===== src/rtl/regwrite_trace_pkg.sv =====
// Shared types and constants for the register-write trace transmitter.
package regwrite_trace_pkg;

  localparam logic REC_WRITE = 1'b0;
  localparam logic REC_DUMP  = 1'b1;

  localparam int NUM_REGS  = 32;
  localparam int REG_W     = 5;
  localparam int DATA_W    = 32;
  // Widest cycle stamp a record can carry; narrower stamps are zero-extended.
  localparam int CYC_W_MAX = 32;

  typedef enum logic [1:0] {
    IDLE  = 2'd0,
    DRAIN = 2'd1,
    SCAN  = 2'd2,
    DONE  = 2'd3
  } state_t;

  typedef struct packed {
    logic                 kind;
    logic [CYC_W_MAX-1:0] cycle;
    logic [REG_W-1:0]     reg_idx;
    logic [DATA_W-1:0]    data;
  } rec_t;

endpackage


===== src/rtl/regwrite_trace_tx_fifo.sv =====
// Single-clock first-word-fall-through FIFO; push while full is accepted only
// when a pop happens in the same cycle.
module trace_fifo #(
  parameter int DEPTH = 16,
  parameter int WIDTH = 8
) (
  input  logic             clock,
  input  logic             reset,
  input  logic             push,
  input  logic             pop,
  input  logic [WIDTH-1:0] din,
  output logic [WIDTH-1:0] dout,
  output logic             full,
  output logic             empty
);

  localparam int AW = $clog2(DEPTH);

  logic [WIDTH-1:0] mem [DEPTH];
  logic [AW-1:0]    wr_ptr_reg;
  logic [AW-1:0]    rd_ptr_reg;
  logic [AW:0]      count_reg;
  logic             do_push;
  logic             do_pop;

  assign full    = (count_reg == (AW+1)'(DEPTH));
  assign empty   = (count_reg == '0);
  assign do_pop  = pop && !empty;
  assign do_push = push && (!full || do_pop);
  assign dout    = mem[rd_ptr_reg];

  always_ff @(posedge clock) begin
    if (do_push) mem[wr_ptr_reg] <= din;
  end

  // Pointers wrap naturally because DEPTH is a power of two.
  always_ff @(posedge clock) begin
    if (reset) begin
      wr_ptr_reg <= '0;
      rd_ptr_reg <= '0;
      count_reg  <= '0;
    end else begin
      if (do_push) wr_ptr_reg <= wr_ptr_reg + AW'(1);
      if (do_pop)  rd_ptr_reg <= rd_ptr_reg + AW'(1);
      case ({do_push, do_pop})
        2'b10:   count_reg <= count_reg + (AW+1)'(1);
        2'b01:   count_reg <= count_reg - (AW+1)'(1);
        default: count_reg <= count_reg;
      endcase
    end
  end

endmodule


===== src/rtl/regwrite_trace_tx.sv =====
// Register-write trace transmitter: timestamps regfile writes, queues them and
// streams records; on request dumps all registers. TRACE_DROP_COUNT_EN adds drop_count.
module regwrite_trace_tx
  import regwrite_trace_pkg::*;
#(
  parameter int DEPTH = 16,
  parameter int CYC_W = 16
) (
  input  logic              clock,
  input  logic              reset,
  input  logic              ctrl_writeEnable,
  input  logic [REG_W-1:0]  ctrl_writeReg,
  input  logic [DATA_W-1:0] data_writeReg,
  input  logic              dump_req,
  input  logic [DATA_W-1:0] data_readRegA,
  output logic [REG_W-1:0]  ctrl_readRegA,
  output logic              dump_active,
  output logic              rec_valid,
  input  logic              rec_ready,
  output logic              rec_kind,
  output logic [CYC_W-1:0]  rec_cycle,
  output logic [REG_W-1:0]  rec_reg,
  output logic [DATA_W-1:0] rec_data,
  output logic              lost,
  output logic              dump_done,
  output logic [15:0]       drop_count
);

  // Only write events are queued, so the kind bit is not stored.
  localparam int FIFO_W = CYC_W + REG_W + DATA_W;

  state_t            state_reg, state_next;
  logic [REG_W-1:0]  idx_reg, idx_next;
  logic [CYC_W-1:0]  cycle_reg;
  logic [CYC_W-1:0]  dump_stamp_reg;
  logic              lost_reg;

  logic              capture, drop, valid;
  logic              fifo_push, fifo_pop, fifo_full, fifo_empty;
  logic [FIFO_W-1:0] fifo_din, fifo_dout;
  rec_t              rec;

  assign fifo_din = {cycle_reg, ctrl_writeReg, data_writeReg};

  trace_fifo #(
    .DEPTH (DEPTH),
    .WIDTH (FIFO_W)
  ) u_fifo (
    .clock (clock),
    .reset (reset),
    .push  (fifo_push),
    .pop   (fifo_pop),
    .din   (fifo_din),
    .dout  (fifo_dout),
    .full  (fifo_full),
    .empty (fifo_empty)
  );

  always_comb begin
    capture       = ctrl_writeEnable && (ctrl_writeReg != '0);
    rec           = '0;
    valid         = 1'b0;
    dump_active   = 1'b0;
    ctrl_readRegA = '0;
    dump_done     = 1'b0;
    state_next    = state_reg;
    idx_next      = idx_reg;
    fifo_pop      = 1'b0;
    fifo_push     = 1'b0;
    drop          = 1'b0;

    case (state_reg)
      IDLE, DRAIN: begin
        valid = !fifo_empty;
        if (valid) begin
          rec.kind    = REC_WRITE;
          rec.cycle   = CYC_W_MAX'(fifo_dout[FIFO_W-1 -: CYC_W]);
          rec.reg_idx = fifo_dout[DATA_W +: REG_W];
          rec.data    = fifo_dout[DATA_W-1:0];
        end
        fifo_pop = valid && rec_ready;
        if (state_reg == IDLE) begin
          if (dump_req) state_next = DRAIN;
        end else if (fifo_empty) begin
          state_next = SCAN;
          idx_next   = '0;
        end
      end
      SCAN: begin
        valid         = 1'b1;
        dump_active   = 1'b1;
        ctrl_readRegA = idx_reg;
        rec.kind      = REC_DUMP;
        rec.cycle     = CYC_W_MAX'(dump_stamp_reg);
        rec.reg_idx   = idx_reg;
        rec.data      = data_readRegA;
        if (rec_ready) begin
          if (idx_reg == REG_W'(NUM_REGS - 1)) state_next = DONE;
          else                                 idx_next   = idx_reg + REG_W'(1);
        end
      end
      DONE: begin
        dump_done  = 1'b1;
        state_next = IDLE;
      end
      default: state_next = IDLE;
    endcase

    // Captures are only accepted in IDLE; anything else is a dropped event.
    fifo_push = capture && (state_reg == IDLE) && (!fifo_full || fifo_pop);
    drop      = capture && !fifo_push;
  end

  always_ff @(posedge clock) begin
    if (reset) begin
      state_reg      <= IDLE;
      idx_reg        <= '0;
      cycle_reg      <= '0;
      dump_stamp_reg <= '0;
      lost_reg       <= 1'b0;
    end else begin
      state_reg <= state_next;
      idx_reg   <= idx_next;
      cycle_reg <= cycle_reg + CYC_W'(1);
      if (state_reg == IDLE && dump_req) dump_stamp_reg <= cycle_reg;
      if (drop) lost_reg <= 1'b1;
    end
  end

  assign rec_valid = valid;
  assign rec_kind  = rec.kind;
  assign rec_cycle = rec.cycle[CYC_W-1:0];
  assign rec_reg   = rec.reg_idx;
  assign rec_data  = rec.data;
  assign lost      = lost_reg;

  generate
    if (CYC_W < CYC_W_MAX) begin : g_cyc_pad
      logic unused_cycle_hi;
      assign unused_cycle_hi = ^rec.cycle[CYC_W_MAX-1:CYC_W];
    end
  endgenerate

`ifdef TRACE_DROP_COUNT_EN
  logic [15:0] drop_count_reg;

  always_ff @(posedge clock) begin
    if (reset)                                   drop_count_reg <= '0;
    else if (drop && drop_count_reg != 16'hFFFF) drop_count_reg <= drop_count_reg + 16'd1;
  end

  assign drop_count = drop_count_reg;
`else
  assign drop_count = 16'd0;
`endif

endmodule


===== config.mk =====
export PLATFORM = sky130hd
export DESIGN_NAME = regwrite_trace_tx
export DESIGN_NICKNAME = d
export VERILOG_FILES = /design/src/rtl/regwrite_trace_pkg.sv /design/src/rtl/regwrite_trace_tx_fifo.sv /design/src/rtl/regwrite_trace_tx.sv
export SDC_FILE = /design/constraint.sdc
export NUM_CORES = 1
export LEC_CHECK = 0
export CORE_ASPECT_RATIO = 1.5
export CORE_UTILIZATION = 60
export CTS_BUF_LIST = sky130_fd_sc_hd__clkbuf_16
export CTS_CLUSTER_DIAMETER = 50
export DETAILED_ROUTE_END_ITERATION = 6
export HOLD_SLACK_MARGIN = 0.02
export PLACE_DENSITY = 0.8
export SETUP_SLACK_MARGIN = 0.02
export SLEW_MARGIN = 20
export SYNTH_ARGS = -nofsm -noshare
export SYNTH_HDL_FRONTEND = slang
export SYNTH_SLANG_ARGS = --single-unit

===== constraint.sdc =====
create_clock -name clock -period 14.75 [get_ports clock]
set_input_delay 2.2125 -clock clock [delete_from_list [all_inputs] [get_ports clock]]
set_output_delay 2.2125 -clock clock [all_outputs]
set_load 0.01 [all_outputs]

==> metrics <==
placed insts between 2,000 and 3,000; Layout Utilization between 60% and 70%; H-tree depth 3; synthesis-stage register bit count about 910; Avg Cell Area, Syn 20.8 µm²; # hold bufs at CTS 0; Final Net Count between 1,500 and 2,000; outcome complete, no violations; grt ovf 0; Die Y around 300 µm; Clock Tree Buf Depth 3; xor/xnor share of the synthesized area less than 1%; Distinct cells, synth 56; Worst-Margin Slew approximately 1200 ps; initial antenna violation count 1; post-route ant nets 0; 1st-iter DRT viols approximately 2,000; area delta synth->final 13.3%; final setup fails 0; # rows 108; # clock sinks slightly above 900; vias per inst around 6.6; headroom to the max-slew limit about a fifth; Die W between 200 and 250 µm; Seq/Total Area, Yosys 74.9%; Post-Syn Area 35,500 µm²; Pre-antenna DRT Iters 5; CP max FO between 40 and 50; DRC Markers 0; Worst EP required between 10,000 and 15,000 ps; Slew Viols, Final 0; Power Density roughly 160 nW/µm²; clk_skew between 15 and 20 ps; complex-gate fraction of the synthesized area 2.74%; Crit Path Class reg2out; Finished Layout Cells approximately 2,700; max_cap viols 0; largest family of logic cells by synthesized area multiplexers; layout cell share with drive strength beyond 1 between 20% and 30%; hpwl dp approximately 38,000 µm; FMAX about 0.14 GHz; first-pass GRT wire length around 120,000 µm; maximum VDD drop around 240 µV; GPL Wtd Cong roughly 0.75; via count ~18,000; Syn Inst Count 1,709; commonest non-fill, non-tap cell in the layout edfxtp_1; Hold Vio Cnt, Final 0; CTS tree yes; CP endpoint kind output port; Starting Density between 60% and 70%; RSZ-0062 raised after global routing false; largest net degree at the start of global routing 86; GRT Total Usage between 20% and 30%; die area 60,200 µm²; Inserted Clock Buffers 80; setup TNS 0 ps; clk slew on worst S/H paths ~70 ps; post-CTS setup buffer count 0; most frequent cells in the layout edfxtp_1, mux4_2, clkdlybuf4s50_1; adder-cell share of the synthesized area less than 1%; ys flop type edfxtp_1; Post-synth EDFFs 848; CP arrival 4720 ps; # IOs 153; Core Region ~58,000 µm²; CP Launch Type register; max FFs per register 848; worst min-delay path category reg2reg; yosys warns 0; PortBufs around 140; Pleak roughly 0.012 µW; Avg WL per Cell just under 30 µm; CTS resizes 0; Final Critical Period roughly 7000 ps; clk root buf clkbuf_16; Tcrit/Tclk final 47.0%; Post-Route WL 78,900 µm; Clock Latency Late Sink 640 ps; multiplexer share of the synthesized area between 10% and 20%; WHS roughly 470 ps; vias in the first global route 18,500; post-synthesis simple-gate area fraction under 10%; Post-synth ARST share 0%
## synth_stat cells (4+ instances only)
library cell / n / area [µm²]
buf_6: 12 / 135
mux4_2: 212 / 4770
mux2i_1: 55 / 551
dfxtp_1: 57 / 1140
a221o_1: 53 / 531
nand3_1: 14 / 70.1
nand2_1: 41 / 154
or3_1: 5 / 31.3
inv_1: 16 / 60.1
o21ai_0: 10 / 50.1
mux2_2: 54 / 608
buf_4: 18 / 135
nor2_1: 81 / 304
ha_1: 16 / 200
buf_2: 27 / 135
edfxtp_1: 848 / 25500
or4_1: 4 / 30.0
nand4_1: 6 / 37.5
nor2b_1: 4 / 25.0
and4_1: 10 / 87.6
nand2b_1: 8 / 50.1
a21oi_1: 37 / 185
buf_1: 16 / 60.1
nor4bb_1: 4 / 40.0
xor2_1: 12 / 105
clkbuf_1: 36 / 135
and4b_1: 4 / 40.0
and3_1: 5 / 31.3
## report_power, final
part	total, µW	internal (µW)	switching [µW]
clock	2060	1130	921
sequential	2970	2900	75.7
combinational	1520	729	789
## cell type report
cell class | count | area, µm²
diodes | 1 | 2.50
clock buffers | 84 | 2100
clock inverters | 66 | 512
fillers | 3385 | 18000
inverters | 16 | 60.1
multi-input cells | 693 | 8410
flip-flops and latches | 905 | 26600
well taps | 770 | 963
repair buffers | 164 | 1580
## critical path: stages, from the launching register on
cell             delay [ps]
dfxtp_4                 740
buf_4                   680
buf_4                   850
mux4_2                  590
mux2i_1                 240
nor2_1                   90
a221o_1                 310
clkdlybuf4s50_1         480
## per-stage QoR
step           power [µW]  cell area [µm²]  setup WS, ps
5_1_grt              6770            40200          7560
4_1_cts              6580            40200          7700
3_5_place_dp         4530            37600          8370
2_1_floorplan        3980            35600          6080
3_3_place_gp         4510            37600          8410
6_report             6550            40200          7820
## cell families (layout without fill, tap and decap cells)
| family | count (synthesis) | after routing |
|---|---|---|
| DFF | 905 | 905 |
| buffers and inverters | 126 | 330 |
| muxes | 321 | 321 |
| other | 1 | 17 |
| xor gates and xnor gates | 15 | 15 |
| AOI/OAI and AO/OA | 123 | 123 |
| and+or+nand+nor | 202 | 202 |
| adders and majority gates | 16 | 16 |
## routing by layer
metal,share of wire [%],wire [µm],vias to the layer above,global-route usage (%)
met1,38,30100,9317,35.8
met3,7.9,6200,158,4.04
li1,-,-,7368,-
met2,51,40400,991,45.0
met5,0,0,-,0
met4,2.9,2260,0,9.94
## path summary, 6_finish.rpt
| kind | startpoint | endpoint | slack [ps] | cells after the start |
|---|---|---|---|---|
| worst max register to register | state_reg[1] | u_fifo.mem[15][28] | 10740 | 6 |
| worst min register to register | dump_stamp_reg[11] | dump_stamp_reg[11] | 470 | 2 |
| worst min-delay path | dump_stamp_reg[11] | dump_stamp_reg[11] | 470 | 2 |
| worst max-delay path | register | rec_data[29] | 7820 | 7 |
Power figures use the tool's default switching activity.
